File: src/rtl/uart_irq_pkg.sv
// uart_irq_pkg
// Shared definitions for the UART interrupt controller:
//   - IIR[3:0] codes for each interrupt source and the idle code
//   - rx_trig_e : FCR RX trigger-level select encoding
//   - rx_trigger_threshold() : maps (trigger select, RX FIFO depth) to a fill threshold
package uart_irq_pkg;

    localparam logic [3:0] IIR_RLS  = 4'b0110;
    localparam logic [3:0] IIR_RDA  = 4'b0100;
    localparam logic [3:0] IIR_CTI  = 4'b1100;
    localparam logic [3:0] IIR_THRE = 4'b0010;
    localparam logic [3:0] IIR_MSI  = 4'b0000;
    localparam logic [3:0] IIR_NONE = 4'b0001;

    typedef enum logic [1:0] {
        TRIG_ONE      = 2'b00,
        TRIG_QUARTER  = 2'b01,
        TRIG_HALF     = 2'b10,
        TRIG_DEPTH_M2 = 2'b11
    } rx_trig_e;

    // Trigger levels scale with the FIFO depth so the same FCR setting
    // keeps the same relative fill point for any RX_FIFO_DEPTH.
    function automatic int unsigned rx_trigger_threshold(input rx_trig_e    sel,
                                                         input int unsigned depth);
        int unsigned thr;
        case (sel)
            TRIG_ONE:     thr = 1;
            TRIG_QUARTER: thr = depth / 4;
            TRIG_HALF:    thr = depth / 2;
            default:      thr = depth - 2;
        endcase
        return thr;
    endfunction

endpackage

File: src/rtl/uart_rx_timeout.sv
// uart_rx_timeout
// Character-timeout (CTI) detector: counts character times of RX inactivity
// while the RX FIFO holds data and raises a pending flag after TIMEOUT_CHARS.
// Ports:
//   clk_i, rstn_i     : clock, asynchronous active-low reset
//   rx_push_i         : character written into the RX FIFO (pulse)
//   rx_pop_i          : RBR read (pulse)
//   rx_elements_i     : RX FIFO fill level
//   char_tick_i       : one pulse per character time
//   cti_pend_o        : CTI pending flag
//   cnt_o             : current idle character count (saturating)
module uart_rx_timeout #(
    parameter  int unsigned TIMEOUT_CHARS = 4,
    parameter  int unsigned RXW           = 6,
    localparam int unsigned CW            = $clog2(TIMEOUT_CHARS + 1)
) (
    input  logic           clk_i,
    input  logic           rstn_i,
    input  logic           rx_push_i,
    input  logic           rx_pop_i,
    input  logic [RXW-1:0] rx_elements_i,
    input  logic           char_tick_i,
    output logic           cti_pend_o,
    output logic [CW-1:0]  cnt_o
);

    localparam logic [CW-1:0] CNT_MAX = CW'(TIMEOUT_CHARS);

    logic [CW-1:0] cnt_q, cnt_d;
    logic          cti_q, cti_d;
    logic          rx_clr;

    always_comb begin
        rx_clr = rx_push_i | rx_pop_i | (rx_elements_i == '0);
        cnt_d  = cnt_q;
        if (rx_clr) begin
            cnt_d = '0;
        end else if (char_tick_i && (cnt_q != CNT_MAX)) begin
            cnt_d = cnt_q + 1'b1;
        end
        // Flag is raised on the same edge the count reaches the limit;
        // any RX activity or an empty FIFO wins over the set.
        cti_d = rx_clr ? 1'b0 : (cti_q | (cnt_d == CNT_MAX));
    end

    always_ff @(posedge clk_i or negedge rstn_i) begin
        if (!rstn_i) begin
            cnt_q <= '0;
            cti_q <= 1'b0;
        end else begin
            cnt_q <= cnt_d;
            cti_q <= cti_d;
        end
    end

    assign cti_pend_o = cti_q;
    assign cnt_o      = cnt_q;

endmodule

File: src/rtl/uart_irq_ctrl.sv
// uart_irq_ctrl
// 16550-style interrupt controller: per-source pending flags (RLS, THRE,
// MSI, plus CTI from uart_rx_timeout), level RDA from the RX fill level,
// priority encoder and registered IIR / interrupt request.
// Ports:
//   clk_i, rstn_i      : clock, asynchronous active-low reset
//   ier_i              : [0] RDA/CTI, [1] THRE, [2] RLS, [3] MSI enables
//   fifo_en_i          : FCR FIFO enable (0 forces RX trigger level 1)
//   trigger_level_i    : RX trigger select
//   rx_elements_i      : RX FIFO fill level
//   tx_elements_i      : TX FIFO fill level
//   rx_push_i/rx_pop_i : RX FIFO write / RBR read pulses
//   thr_write_i        : THR write pulse
//   rx_error_i         : line error pulse
//   lsr_read_i         : LSR read strobe
//   msr_delta_i        : MSR delta bits (level)
//   msr_read_i         : MSR read strobe
//   iir_read_i         : IIR read strobe
//   char_tick_i        : character-time pulse
//   interrupt_o        : interrupt request
//   iir_o              : IIR[3:0]
//   timeout_o          : CTI pending flag
module uart_irq_ctrl
    import uart_irq_pkg::*;
#(
    parameter  int unsigned RX_FIFO_DEPTH = 32,
    parameter  int unsigned TX_FIFO_DEPTH = 32,
    parameter  int unsigned TIMEOUT_CHARS = 4,
    localparam int unsigned RXW           = $clog2(RX_FIFO_DEPTH) + 1,
    localparam int unsigned TXW           = $clog2(TX_FIFO_DEPTH) + 1
) (
    input  logic           clk_i,
    input  logic           rstn_i,
    input  logic [3:0]     ier_i,
    input  logic           fifo_en_i,
    input  logic [1:0]     trigger_level_i,
    input  logic [RXW-1:0] rx_elements_i,
    input  logic [TXW-1:0] tx_elements_i,
    input  logic           rx_push_i,
    input  logic           rx_pop_i,
    input  logic           thr_write_i,
    input  logic           rx_error_i,
    input  logic           lsr_read_i,
    input  logic [3:0]     msr_delta_i,
    input  logic           msr_read_i,
    input  logic           iir_read_i,
    input  logic           char_tick_i,
    output logic           interrupt_o,
    output logic [3:0]     iir_o,
    output logic           timeout_o
);

    localparam int unsigned CW = $clog2(TIMEOUT_CHARS + 1);

    logic           rls_q, rls_d;
    logic           thre_q, thre_d;
    logic           msi_q, msi_d;
    logic           tx_empty_q, tx_empty_d;
    logic           ier_thre_q;
    logic [3:0]     iir_q, iir_d;
    logic           irq_q;
    logic [RXW-1:0] rx_thresh;
    logic           rda;
    logic           cti_pend;
    logic [CW-1:0]  rx_cnt;
    logic           thre_set, thre_clr;

    uart_rx_timeout #(
        .TIMEOUT_CHARS (TIMEOUT_CHARS),
        .RXW           (RXW)
    ) u_rx_timeout (
        .clk_i         (clk_i),
        .rstn_i        (rstn_i),
        .rx_push_i     (rx_push_i),
        .rx_pop_i      (rx_pop_i),
        .rx_elements_i (rx_elements_i),
        .char_tick_i   (char_tick_i),
        .cti_pend_o    (cti_pend),
        .cnt_o         (rx_cnt)
    );

    always_comb begin
        rx_thresh = RXW'(1);
        if (fifo_en_i) begin
            rx_thresh = RXW'(rx_trigger_threshold(rx_trig_e'(trigger_level_i), RX_FIFO_DEPTH));
        end
        rda = (rx_elements_i >= rx_thresh);
    end

    always_comb begin
        tx_empty_d = (tx_elements_i == '0);
        // THRE rises when the TX FIFO drains, or when THRE gets enabled
        // while the FIFO is already empty.
        thre_set   = (tx_empty_d & ~tx_empty_q) | (ier_i[1] & ~ier_thre_q & tx_empty_q);
        // An IIR read only acknowledges THRE if THRE is what it returned.
        thre_clr   = thr_write_i | (iir_read_i & (iir_q == IIR_THRE));
        thre_d     = thre_set | (thre_q & ~thre_clr);
        rls_d      = rx_error_i | (rls_q & ~lsr_read_i);
        msi_d      = (|msr_delta_i) | (msi_q & ~msr_read_i);
    end

    always_comb begin
        iir_d = IIR_NONE;
        if (rls_q && ier_i[2]) begin
            iir_d = IIR_RLS;
        end else if (rda && ier_i[0]) begin
            iir_d = IIR_RDA;
        end else if (cti_pend && ier_i[0]) begin
            iir_d = IIR_CTI;
        end else if (thre_q && ier_i[1]) begin
            iir_d = IIR_THRE;
        end else if (msi_q && ier_i[3]) begin
            iir_d = IIR_MSI;
        end
    end

    always_ff @(posedge clk_i or negedge rstn_i) begin
        if (!rstn_i) begin
            rls_q      <= 1'b0;
            thre_q     <= 1'b0;
            msi_q      <= 1'b0;
            tx_empty_q <= 1'b0;
            ier_thre_q <= 1'b0;
            iir_q      <= IIR_NONE;
            irq_q      <= 1'b0;
        end else begin
            rls_q      <= rls_d;
            thre_q     <= thre_d;
            msi_q      <= msi_d;
            tx_empty_q <= tx_empty_d;
            ier_thre_q <= ier_i[1];
            iir_q      <= iir_d;
            irq_q      <= ~iir_d[0];
        end
    end

    // The idle counter saturates at the timeout limit.
    cnt_bounded_a: assert property (@(posedge clk_i) disable iff (!rstn_i)
        rx_cnt <= CW'(TIMEOUT_CHARS));

    assign iir_o       = iir_q;
    assign interrupt_o = irq_q;
    assign timeout_o   = cti_pend;

endmodule

File: config.mk
export PLATFORM = sky130hd
export DESIGN_NAME = uart_irq_ctrl
export DESIGN_NICKNAME = d
export VERILOG_FILES = /design/src/rtl/uart_irq_pkg.sv /design/src/rtl/uart_rx_timeout.sv /design/src/rtl/uart_irq_ctrl.sv
export SDC_FILE = /design/constraint.sdc
export NUM_CORES = 1
export LEC_CHECK = 0
export ABC_AREA = 1
export BUFFER_PORTS_ARGS = -buffer_cell sky130_fd_sc_hd__buf_2
export CORE_UTILIZATION = 45
export CTS_CLUSTER_DIAMETER = 40
export DETAILED_ROUTE_END_ITERATION = 16
export PLACE_DENSITY = 0.78
export SLEW_MARGIN = 10
export SYNTH_ARGS = -nofsm -noshare
export SYNTH_HDL_FRONTEND = slang
export SYNTH_HIERARCHICAL = 1
export SYNTH_SLANG_ARGS = --single-unit
File: constraint.sdc
create_clock -name clk_i -period 2.2 [get_ports clk_i]
set_input_delay 0.22 -clock clk_i [delete_from_list [all_inputs] [get_ports clk_i]]
set_output_delay 0.22 -clock clk_i [all_outputs]
set_load 0.01 [all_outputs]
Yosys cells after proc, flatten, opt, wreduce, memory -nomap -nowiden
Cells that the tools add are included.
Word-level totals
  input bits: 33
  flip-flop bits (word level): 14
  logic and storage cells: 57
  output and inout bits: 6
Cells by class
  eq/ne operators: 5
  add/subtract/negate cells: 1
  bitwise operators: 21
  muxes and demuxes: 10
  reduce and logical (&&, ||, !) cells: 10
  magnitude comparators: 1
Operator list (number)
  $pmux 5 s3: 1
  $logic_not 6->1: 2
  $mux 4: 3
  $or 1x1->1: 8
  $and 1x1->1: 7
  $ge 6x6->1: 1
  $logic_and 1x1->1: 6
  $mux 3: 2
  $mux 6: 1
  $not 1->1: 6
  $eq 4x2->1 const B: 1
  $reduce_or 4->1: 1
  $add 3x1->3 const B: 1
  $eq 3x3->1 const B: 1
  $ne 3x3->1 const B: 1
  $eq 2x1->1 const B: 1
  $eq 2x2->1 const B: 1
  $logic_not 2->1: 1
  $mux 1: 2
  $mux 2: 1

Logic depth before layout (Yosys ltp)
  word-level depth: 8
  gate-level depth with buffers: 11
  gate-level depth less buffers: 11

Hierarchy
The synthesis kept the hierarchy.
By module, submodules not included
  uart_irq_ctrl: area an instance 570.5 µm², times used 1, sequential area each 251.5 µm², cells each 71
  uart_rx_timeout: area an instance 254.0 µm², times used 1, sequential area each 100.1 µm², cells each 34

Worst setup path before layout
Ideal clock, no wire load.
  path kind: input to register
  start point: input port trigger_level_i[1]
  end point: register iir_q[2] (netlist: iir_o[2])
  setup time: 128 ps
  path buffers: 0
  stages on the path: 10
  required time: 2072 ps
  arrival: 1010 ps
  path slack: 1062 ps
  cells stage by stage: o21ai_0 -> ha_1 -> inv_1 -> nand2_1 -> nand2_1 -> nand2_1 -> nand2_1 -> nand2_2 -> nand2_4 -> nand3_1
Between the ends
  word-level cells in the longest chain between the ends: 7
  elaborated cells on any way between the ends: 9
  those cells by class: 1 x order compare; 2 x eq/ne; 4 x mux; 2 x reduce/logical
Ends and longest elaborated chain
  start: declaration: line uart_irq_ctrl.sv:36  | input logic [1:0] trigger_level_i,
  $eq 2x2->1 (tied with other cells): line uart_irq_pkg.sv:27  | case (sel)
  $pmux 5 s3 (*): line uart_irq_pkg.sv:27
  $mux 6 (*): line uart_irq_ctrl.sv:84  | if (fifo_en_i) begin
  $ge 6x6->1 (*): line uart_irq_ctrl.sv:87  | rda = (rx_elements_i >= rx_thresh);
  $logic_and 1x1->1 (*): line uart_irq_ctrl.sv:106  | end else if (rda && ier_i[0]) begin
  $mux 4 (*): line uart_irq_ctrl.sv:106
  $mux 4 (*): line uart_irq_ctrl.sv:104  | if (rls_q && ier_i[2]) begin
  net iir_d[2]: line uart_irq_ctrl.sv:60  | logic [3:0] iir_q, iir_d;
  end signal: assignment: line uart_irq_ctrl.sv:132  | iir_q <= iir_d;
  end: declaration: line uart_irq_ctrl.sv:60
The timed path passes the listed nets; every way through them passes the cells marked *.

Final worst setup path
  start point: register u_rx_timeout.cnt_q[0] (netlist: u_rx_timeout/cnt_o[0])
  end point: register u_rx_timeout.cti_q (netlist: u_rx_timeout/cti_pend_o)
Between the ends
  word-level cells in the longest chain between the ends: 7
  elaborated cells on any way between the ends: 8
  those cells by class: 1 x add/sub; 2 x eq/ne; 3 x mux; 1 x bitwise; 1 x reduce/logical
Ends and longest elaborated chain
  start: declaration: line uart_rx_timeout.sv:29  | logic [CW-1:0] cnt_q, cnt_d;
  start signal: assignment: line uart_rx_timeout.sv:51  | cnt_q <= cnt_d;
  parallel branches: the longest is 2 deep, another holds $add 3x1->3
  $mux 3 (*): line uart_rx_timeout.sv:38  | end else if (char_tick_i && (cnt_q != CNT_MAX)) begin
  $mux 3 (*): line uart_rx_timeout.sv:36  | if (rx_clr) begin
  $eq 3x3->1 (*): line uart_rx_timeout.sv:43  | cti_d = rx_clr ? 1'b0 : (cti_q | (cnt_d == CNT_MAX));
  $or 1x1->1 (*): line uart_rx_timeout.sv:43
  $mux 1 (*): line uart_rx_timeout.sv:43
  net u_rx_timeout.cti_d: line uart_rx_timeout.sv:30  | logic cti_q, cti_d;
  end signal: assignment: line uart_rx_timeout.sv:52  | cti_q <= cti_d;
  end: declaration: line uart_rx_timeout.sv:30
Mark *: on every way through the listed nets, which the timed path passes.

==> reports/results.tsv <==
metric	value	unit
gp_congestion	0.7423	
r2r_cells	9	
ys_seq_area_frac	0.4264	
vias	801	
tritoncts	done	
ys_seq_elements	14	
fmax	750.8	MHz
synthSimpleGateAreaFrac	0.3323	
cts_buffers	3	
synthAdderAreaFrac	0.1062	
pre_cts_slack	839.8	ps
final_cell_mix	buf_2, nand2_1, inv_1	
crit_family	simple AND/OR/NAND/NOR gates	
grt_max_degree	15	
nNetsFinal	189	
die-area	0.002007	mm2
fin_crit_sh	0.6054	
antenna_found_initial	0	
cp-end-kind	register	
totalWireLength	1590	um
timing.final.crit_period	1332	ps
cp_common_cell	nand2_1	
hold_path.class	input port to register	
finalHoldViolCount	0	
synthesis.instances	105	
drt-pass1-iter-count	4	
grt_pass1_vias	693	
rsz0062_at_grt	no	
mostFrequentLayoutCell	buf_2	
ys_types	21	
path_buf_inv	1	
port_buffers	38	
setup_tns	0	ps
finalMaxSlewViolations	0	
synthXorXnorAreaFrac	0	
area_growth	32.47	%
synth_compound_area_frac	0.06677	
path_depth	9	
cellLeakagePower	0.6077	nW
muxShareOfSynthArea	0	
ys_warn_count	6	
grt_pass1_wl	2670	um
worst_slack	868.1	ps
worst_slew_pin_slew	310.7	ps
finClkSkew	6.724	ps
p_per_area	507.4	mW/mm2
syn_area	824.5	um2
path_cells	inv_1 > ha_1 > nand2_2 > nand2_1 > nand2_1 > nand2_1 > o21ai_1 > nand2_1 > nand2_1	
vias_per_cell	4.630	
synth_top_family_by_area	simple AND/OR/NAND/NOR gates	
ant_nets	0	
timing_worst_setup_path_type	register to register	
syn_avg_cell_area	7.853	um2
max_stage_delay	380	ps
num_antenna_cells	0	
ioPinCount	39	
clockBufferDepth	2	
rrSetupSlack	870	ps
hpwlAfterDp	1368	um
wire_per_inst	9.191	um
status	finished clean	
holdCritStartpoint	ier_i[1]	
hold_end	ier_thre_q$_DFF_PN0_	
cts_htree_levels	1	
final_util	0.6326	
worst_path_max_delay_cell	dfrtp_1	
grt_overflow_total	0	
whs_path_depth	1	
arrival	1540	ps
cts_sinks	14	
max_cap_violations	0	
row_count	15	
clock_latency	270	ps
final_layout_size_suffix_gt1_frac	0.3446	
die_h	44.81	um
start_util	0.4775	
worstPathRequired	2410	ps
clock-root-buffer	clkbuf_4	
fp.dieW	44.81	um
drc	0	
drt-initial-drc-count	7	
reg2reg_to	u_rx_timeout/cti_pend_o$_DFF_PN0_	
ir_drop	0.2441	mV
crit_path_start_kind	register	
setup_viol	0	
path_clk_slew	90	ps
cp_max_fo	5	
relSlewSlack	0.7929	
synth_nets	145	
rr_startpoint	u_rx_timeout/cnt_o[0]$_DFF_PN0_	
core_area	0.001727	mm2
grt_usage	0.1799	
## stage by stage
step	hold slack [ps]	std cells	total power [mW]	cell area, um2
floorplan	-75.59	105	0.3279	824.5
global placement	125.3	168	0.3757	1046
detailed placement	126.6	168	0.3803	1046
CTS	67.20	173	0.5624	1092
global route	67.32	173	0.5911	1092
finish	73.77	173	0.5542	1092
## cell families after synthesis
| group | count (synthesis) |
|---|---|
| AO/OA/AOI/OAI | 9 |
| AND/OR/NAND/NOR | 60 |
| buffers and inverters | 15 |
| adder cells (fa/ha/maj) | 7 |
| flip-flops | 14 |
## area by class of cell
type,count,area [um2]
fill,173,634.4
multi-input combinational,76,416.7
clock buffer,4,36.28
sequential,14,351.6
timing repair buffer,39,200.2
inverter,15,56.30
tap,25,31.28
## synthesized netlist by cell type
cell type,instances,area share
nand3_2,1,0.012
a21oi_1,3,0.018
o21ai_1,1,0.0061
nor2_2,1,0.0076
nand3_1,7,0.042
ha_1,7,0.11
inv_1,15,0.068
nand2_1,30,0.14
dfrtp_1,13,0.39
nor4_1,1,0.0076
o21ai_0,2,0.012
nor3_1,2,0.012
nand3b_1,1,0.0091
nor2_1,10,0.046
nand2_4,1,0.014
dfstp_2,1,0.032
a21oi_2,2,0.021
or2_1,1,0.0076
nand4_1,2,0.015
nand2_2,3,0.023
o21bai_1,1,0.0091
## worst max path at each step
stage                     slack, ps                            start                                 to
after detailed placement        840               trigger_level_i[1]                 iir_o[2]$_DFF_PN0_
after floorplan                1060               trigger_level_i[1]                 iir_o[2]$_DFF_PN0_
after global routing            720  u_rx_timeout/cnt_o[0]$_DFF_PN0_  u_rx_timeout/cti_pend_o$_DFF_PN0_
after CTS                       870  u_rx_timeout/cnt_o[0]$_DFF_PN0_  u_rx_timeout/cti_pend_o$_DFF_PN0_
final                           870  u_rx_timeout/cnt_o[0]$_DFF_PN0_  u_rx_timeout/cti_pend_o$_DFF_PN0_
after global placement          880                        fifo_en_i                 iir_o[1]$_DFF_PN0_
## where the power goes
group	switching, mW	internal [mW]	leakage, nW	total [mW]
combinational	0.0545	0.0482	0.414	0.103
clock	0.0784	0.100	0.0210	0.179
sequential	0.00451	0.268	0.172	0.273
## layer usage
| layer | global-route usage | wire length [um] |
|---|---|---|
| met5 | 0 | 0 |
| met4 | 0.05455 | 14 |
| met3 | 0.03600 | 87 |
| met2 | 0.3206 | 798 |
| met1 | 0.2183 | 689 |
## flip-flops by register name (all words and copies together), names as in the netlist
signal	count
iir_o	4
thre_q	1
u_rx_timeout/cti_pend_o	1
tx_empty_q	1
interrupt_o	1
u_rx_timeout/cnt_o	3
msi_q	1
rls_q	1
ier_thre_q	1
## timing repair
item	in CTS	in global routing
hold buffers	1	0
setup buffers	0	0
setup endpoints to repair	0	0
endpoints found under the hold margin	13	0
resized for setup	0	0
Note: power is estimated with default switching activity, not from simulation.
